`config.mk`:
```
export PLATFORM = sky130hd
export DESIGN_NAME = im_pim_alloc
export DESIGN_NICKNAME = d
export VERILOG_FILES = /design/src/rtl/im_pim_alloc.sv
export SDC_FILE = /design/constraint.sdc
export NUM_CORES = 1
export LEC_CHECK = 0
export CORE_MARGIN = 4
export CORE_UTILIZATION = 40
export DETAILED_ROUTE_END_ITERATION = 8
export PLACE_DENSITY = 0.77
export SLEW_MARGIN = 20
export SYNTH_ARGS = -nofsm -noshare
export SYNTH_HDL_FRONTEND = slang
export SYNTH_SLANG_ARGS = --single-unit
```
`constraint.sdc`:
```
create_clock -name clk -period 4.01 [get_ports clk]
set_clock_uncertainty 0.15 [all_clocks]
set_input_delay 1.0025 -clock clk [delete_from_list [all_inputs] [get_ports clk]]
set_output_delay 1.0025 -clock clk [all_outputs]
set_load 0.02 [all_outputs]
```
`src/rtl/im_pim_alloc.sv`:
```
// Parallel iterative matching allocator between the IM virtual circuits and the central modules.
// Matches persist in a registered crossbar until the owning VC pulses rel.
module im_pim_alloc #(
    parameter int VCN  = 2,
    parameter int CMN  = 2,
    parameter int SN   = 2,
    parameter int ITER = 2,
    parameter int MODE = 0
) (
    input  logic                      clk,
    input  logic                      rst,
    input  logic [VCN-1:0][SN-1:0]    req,
    input  logic [CMN-1:0][SN-1:0]    cms,
    input  logic [VCN-1:0]            rel,
    output logic [VCN-1:0]            ack,
    output logic [CMN-1:0][VCN-1:0]   cfg,
    output logic                      busy
);

    localparam int VW = (VCN > 1) ? $clog2(VCN) : 1;
    localparam int CW = (CMN > 1) ? $clog2(CMN) : 1;
    localparam int NW = (ITER > 1) ? $clog2(ITER) : 1;

    typedef enum logic {ST_IDLE, ST_ITER} state_e;

    state_e                    state_q, state_d;
    logic [NW-1:0]             cnt_q, cnt_d;
    logic [CMN-1:0][VCN-1:0]   cfg_q, cfg_d;
    logic [CMN-1:0][VW-1:0]    gptr_q, gptr_d;
    logic [VCN-1:0][CW-1:0]    aptr_q, aptr_d;

    logic [VCN-1:0]            vcMatched;
    logic [CMN-1:0]            cmMatched;
    logic [CMN-1:0][VCN-1:0]   elig, grant, accept;
    logic                      anyElig, anyAccept;

    always_comb begin
        vcMatched = '0;
        cmMatched = '0;
        for (int j = 0; j < CMN; j++) begin
            cmMatched[j] = |cfg_q[j];
            for (int i = 0; i < VCN; i++) begin
                vcMatched[i] = vcMatched[i] | cfg_q[j][i];
            end
        end
    end

    // A releasing VC sits out this cycle so its row can clear cleanly.
    always_comb begin
        elig = '0;
        for (int j = 0; j < CMN; j++) begin
            for (int i = 0; i < VCN; i++) begin
                elig[j][i] = !vcMatched[i] && !cmMatched[j] && !rel[i] &&
                             ((MODE == 0) ? (|req[i]) : (|(req[i] & ~cms[j])));
            end
        end
        anyElig = |elig;
    end

    always_comb begin
        logic [VW-1:0] vIdx;
        logic          found;
        grant = '0;
        vIdx  = '0;
        found = 1'b0;
        for (int j = 0; j < CMN; j++) begin
            found = 1'b0;
            for (int k = 0; k < VCN; k++) begin
                vIdx = VW'((int'(gptr_q[j]) + k) % VCN);
                if (!found && elig[j][vIdx]) begin
                    grant[j][vIdx] = 1'b1;
                    found          = 1'b1;
                end
            end
        end
    end

    always_comb begin
        logic [CW-1:0] cIdx;
        logic          found;
        accept = '0;
        cIdx   = '0;
        found  = 1'b0;
        for (int i = 0; i < VCN; i++) begin
            found = 1'b0;
            for (int k = 0; k < CMN; k++) begin
                cIdx = CW'((int'(aptr_q[i]) + k) % CMN);
                if (!found && grant[cIdx][i]) begin
                    accept[cIdx][i] = 1'b1;
                    found           = 1'b1;
                end
            end
        end
        anyAccept = |accept;
    end

    // Only first-iteration accepts move the pointers, which keeps PIM starvation-free.
    always_comb begin
        gptr_d = gptr_q;
        aptr_d = aptr_q;
        if (state_q == ST_ITER && cnt_q == '0) begin
            for (int j = 0; j < CMN; j++) begin
                for (int i = 0; i < VCN; i++) begin
                    if (accept[j][i]) begin
                        gptr_d[j] = VW'((i + 1) % VCN);
                        aptr_d[i] = CW'((j + 1) % CMN);
                    end
                end
            end
        end
    end

    always_comb begin
        state_d = state_q;
        cnt_d   = cnt_q;
        for (int j = 0; j < CMN; j++) begin
            cfg_d[j] = cfg_q[j] & ~rel;
        end
        case (state_q)
            ST_IDLE: begin
                if (anyElig) begin
                    state_d = ST_ITER;
                    cnt_d   = '0;
                end
            end
            ST_ITER: begin
                cfg_d = cfg_d | accept;
                if (int'(cnt_q) == ITER - 1 || !anyAccept) begin
                    state_d = ST_IDLE;
                end else begin
                    cnt_d = cnt_q + 1'b1;
                end
            end
            default: state_d = ST_IDLE;
        endcase
    end

    always_ff @(posedge clk or posedge rst) begin
        if (rst) begin
            state_q <= ST_IDLE;
            cnt_q   <= '0;
            cfg_q   <= '0;
            gptr_q  <= '0;
            aptr_q  <= '0;
        end else begin
            state_q <= state_d;
            cnt_q   <= cnt_d;
            cfg_q   <= cfg_d;
            gptr_q  <= gptr_d;
            aptr_q  <= aptr_d;
        end
    end

    assign ack  = vcMatched;
    assign cfg  = cfg_q;
    assign busy = (state_q == ST_ITER);

endmodule

```
## After elaboration in Yosys (flattened, before gate mapping)

Index checks and enable logic that the tools add are counted.

| word-level totals | value |
|---|---|
| flip-flop bits (word level) | 10 |
| output and inout port bits | 7 |
| bits of input ports | 12 |

| cells by class | value |
|---|---|
| equality and inequality tests | 2 |
| bitwise operators | 13 |
| add/subtract/negate cells | 5 |
| order comparisons | 16 |
| reduce and logical (&&, ||, !) cells | 52 |
| multiplexer cells | 58 |

Operators by type and width:

| kind | count |
|---|---|
| 1-bit 2-to-1 mux | 33 |
| 1-bit logical AND | 25 |
| 2-bit 2-to-1 mux | 10 |
| 4-bit 2-to-1 mux | 5 |
| 1-bit by 2-bit less-than comparator with 1-bit output (second input constant) | 8 |
| 4-bit OR | 4 |
| 1-bit logical NOT | 11 |
| 2-bit AND reduction | 5 |
| 2-bit demux with 1-bit select | 4 |
| 1-bit greater-or-equal comparator (second input constant) | 8 |
| 2-bit nonzero test | 4 |
| 2-bit OR reduction | 4 |
| 4-bit OR reduction | 2 |
| 1-bit adder (second input constant) | 5 |
| 2-bit AND | 2 |
| 1-bit demux with 1-bit select | 4 |
| 2-bit != test (second input constant) | 2 |
| 2-bit OR | 2 |
| 1-bit one-hot mux with 2 select lines | 2 |
| 1-bit inverter | 2 |
| 2-bit inverter | 1 |
| 1-bit OR | 2 |
| 1-bit logical OR | 1 |

## Depth between registers and ports, before layout

| logic depth | value |
|---|---|
| word-level depth | 26 |
| mapped depth | 5 |
| mapped depth without buffers | 4 |

## Worst setup path after synthesis

OpenSTA, ideal clock, no wires.

| timing | value |
|---|---|
| kind | input to register |
| from | input rel[0] |
| to | register gptr_q[0] (netlist name) |
| setup slack | 1.589 ns |
| arrival time | 2.130 ns |
| stages | 4 |
| buffers on the path | 0 |
| setup time | 0.141 ns |
| cell sequence | o21bai_2 or4_1 o311ai_1 o22ai_1 |

| between the ends | value |
|---|---|
| longest elaborated chain between the ends | 21 |
| elaborated cells on any way between the ends | 49 |
| classes of those cells | 29 x mux; 5 x bitwise; 15 x reduce/logical |

Ends and longest elaborated chain:

| element | line | text |
|---|---|---|
| start: declaration | 14 | `input logic [VCN-1:0] rel,` |
| 1-bit logical NOT * | 53 | `elig[j][i] = !vcMatched[i] && !cmMatched[j] && !rel[i] &&` |
| 1-bit logical AND (2 in series) | 53 |  |
| 1-bit 2-to-1 mux (implied by the code) (2 in series) | 70 | `if (!found && elig[j][vIdx]) begin` |
| 1-bit 2-to-1 mux | 70 |  |
| 1-bit logical NOT | 70 |  |
| 1-bit logical AND | 70 |  |
| 2-bit 2-to-1 mux | 70 |  |
| 1-bit 2-to-1 mux (implied by the code) (2 in series) | 88 | `if (!found && grant[cIdx][i]) begin` |
| [... 2 more ...] | n/a |  |
| 1-bit logical AND | 88 |  |
| 4-bit 2-to-1 mux | 88 |  |
| 4-bit OR (no source line) | n/a |  |
| 4-bit 2-to-1 mux | 88 |  |
| 4-bit OR (no source line) | n/a |  |
| 4-bit 2-to-1 mux * | 88 |  |
| 2-bit nonzero test (no source line) | n/a |  |
| 2-bit AND reduction (no source line) | n/a |  |
| end signal: assignment | 149 | `gptr_q <= gptr_d;` |
| end: declaration | 29 | `logic [CMN-1:0][VW-1:0] gptr_q, gptr_d;` |

Mark *: on every way between the ends. The rest lies on a longest branch, timed or not. The select of a mux whose other input is x is not followed.
A chain may end at the register's enable or synchronous reset.

## Worst setup path after layout

| timing | value |
|---|---|
| from | register cfg_q (netlist bit cfg[3]) |
| to | output ack[1] |

| between the ends | value |
|---|---|
| longest elaborated chain between the ends | 1 |

Ends and longest elaborated chain:

| element | line | text |
|---|---|---|
| start: declaration | 28 | `logic [CMN-1:0][VCN-1:0] cfg_q, cfg_d;` |
| start signal: assignment | 148 | `cfg_q <= cfg_d;` |
| 1-bit OR | 43 | `vcMatched[i] = vcMatched[i] \| cfg_q[j][i];` |
| end: declaration | 15 | `output logic [VCN-1:0] ack,` |

No other way between the ends.

==> flow_summary.ini <==
[route]
initialDrtViolationCount = 21
drcViolationCount = 0
drtAntennaViolNets = 0
num_vias = 553
wire_per_inst_um = 14.43
totalWireLength_mm = 1.284
via_per_inst = 6.213
drtPass1Iterations = 4

[synth]
ys_types = 32
synthFlopType = dfrtp_1
synthTopCellsByArea = dfrtp_1, inv_1, buf_6
synth_edf_count = 0
synth_top_cell_area_share_pct = 42.55
synthTopCellsByCount = dfrtp_1, inv_1, nor3_1
syn_area_per_cell_um2 = 10.14
synth.most_common_cell = dfrtp_1
synth_top_cell_by_area = dfrtp_1
netlist_instances = 58
synth_nets = 70
syn-cell-area_um2 = 588.1
yosysWarnings = 0
synth-async-reset-ratio_pct = 100.0
synth-seq-cells = 10
ys_seq_area_share_pct = 42.55

[critical_path]
crit_fanout = 7
crit_path_top_delay_cell = clkdlybuf4s50_1
cp_num_buf_inv = 1
slowest_delay_ns = 0.65
start_kind = flip-flop
critPathTopFamily = buffers and inverters
path_cells = or2_1, clkdlybuf4s50_1
cp_data_required_time_ns = 2.86
rr_endpoint = gptr_q[0]$_DFFE_PP0P_
critPathArrivalTime_ns = 1.62
crit_type = reg2out
worst-r2r-cell-count = 3
cp-end-kind = output pin
reg2reg_slack_ns = 2.07
rr_startpoint = cfg[0]$_DFF_PP0_

[status]
status = finished, final reports clean

[sta]
fmax_ghz = 0.3612
hold_viol = 0
setup_tns_ns = 0
tightestPinTransition_ns = 0.5511
rsz0062_at_grt = no
hold_slack_ns = 0.3324
maxSlewViolCount = 0
fin_crit_ns = 2.769
period_share_pct = 69.05
final-setup-viol-count = 0
slew_headroom_pct = 62.79
timing.final.ws_setup_ns = 1.241

[grt]
antenna_found_initial = 0
grt_pass1_wl_mm = 2.049
grt_pass1_vias = 479
grt_util_all_layers_pct = 14.04
grt_max_degree = 12
grt_overflow_total = 0

[layout]
fillers = 110
drive_above_1_share_pct = 13.51
fin_cells = 89
seq_area_um2 = 250.2
area_growth_pct = 29.36
multi_input_area_um2 = 281.5
finalNetCount = 87
n_antenna_cell = 0
design_area_um2 = 760.7
fin_util_pct = 56.35

[placement]
port_buffers = 14
place_area_um2 = 724.4
dpl.cell_count = 85
dp_hpwl_um = 962.2
place_congestion = 0.7581
place_ws_ns = 1.017

[cts]
cts_tree = done
cts_setup_buffers = 0
path_clk_slew_ns = 0.07
root_buffer = clkbuf_4
cts_sinks = 10
cts.htree.levels = 1
clk-insertion-delay-late_ns = 0.27
cts.path.max_buffers = 2
ctsResizeCount = 0
numCtsBuffers = 3
hold_buffers = 0

[pwr]
p_leak_nw = 0.3154
p_total_mw = 0.6546
ir_drop_v = 0.0003968
power_density_nw_per_um2 = 860.5

[floorplan]
core_area_um2 = 1350
fp.dieH_um = 46.34
chipWidth_um = 46.34
io_pins = 19
start_util_pct = 43.56
rows = 13
die-area_um2 = 2147

[worst_hold_path]
hold_path_depth = 1
min_from = cnt_q$_DFFE_PP0P_
hold_path_end = busy$_DFF_PP0_
hp-class = reg2reg

[job]
drv_cap = 0
==> per-layer routing <==
layer	vias up	GRT usage (%)	wire length (µm)
met3	9	3.906	134
met2	32	20.60	529
met1	258	17.35	560
li1	254	-	-
met4	0	10.23	59
met5	-	0	0
==> cell families after synthesis <==
family | share of synthesized area [%]
compound gates | 29.15
buf+inv | 9.574
flops | 42.55
mux | 1.915
simple gates | 16.81
==> placed cells by master (no fill, tap or decap), drive strengths merged, types with 2 or more instances in the layout <==
master | Yosys | routed
clkdlybuf4s50 | 0 | 14
dfrtp | 10 | 10
inv | 9 | 9
nor3 | 5 | 5
clkbuf | 0 | 4
or2 | 3 | 3
nor2 | 2 | 2
o22ai | 2 | 2
o2bb2ai | 2 | 2
a21oi | 2 | 2
o21bai | 2 | 2
or4 | 2 | 2
o311ai | 2 | 2
==> report_power, final <==
group	switching (mW)	leakage, nW	internal [mW]
clock network	0.0359	0.0210	0.0552
logic	0.187	0.171	0.168
registers	0.0585	0.124	0.150
==> sequential cells by signal (all words and copies together) (netlist names) <==
register and cells:
aptr_q 2, gptr_q 2, cfg 4, busy 1, cnt_q 1
==> area by class of cell <==
cell class / instances / share of cell area [%]
Clock buffer: 4 / 4.770
Timing Repair Buffer: 14 / 18.42
Multi-Input combinational cell: 37 / 37.01
Sequential cell: 10 / 32.89
Inverter: 9 / 4.441
Tap cell: 15 / 2.467
==> worst max-delay path by stage <==
stage	startpoint	to	slack, ns	cells past startpoint
2_1_floorplan	rel[0]	gptr_q[0]$_DFFE_PP0P_	1.59	4
3_3_place_gp	rel[0]	gptr_q[0]$_DFFE_PP0P_	1.01	5
3_5_place_dp	rel[0]	gptr_q[0]$_DFFE_PP0P_	1.02	5
4_1_cts	cfg[3]$_DFF_PP0_	ack[1]	1.23	2
5_1_grt	cfg[3]$_DFF_PP0_	ack[1]	1.14	2
6_report	cfg[3]$_DFF_PP0_	ack[1]	1.24	2
No activity file was read; power rests on OpenSTA's default activity.
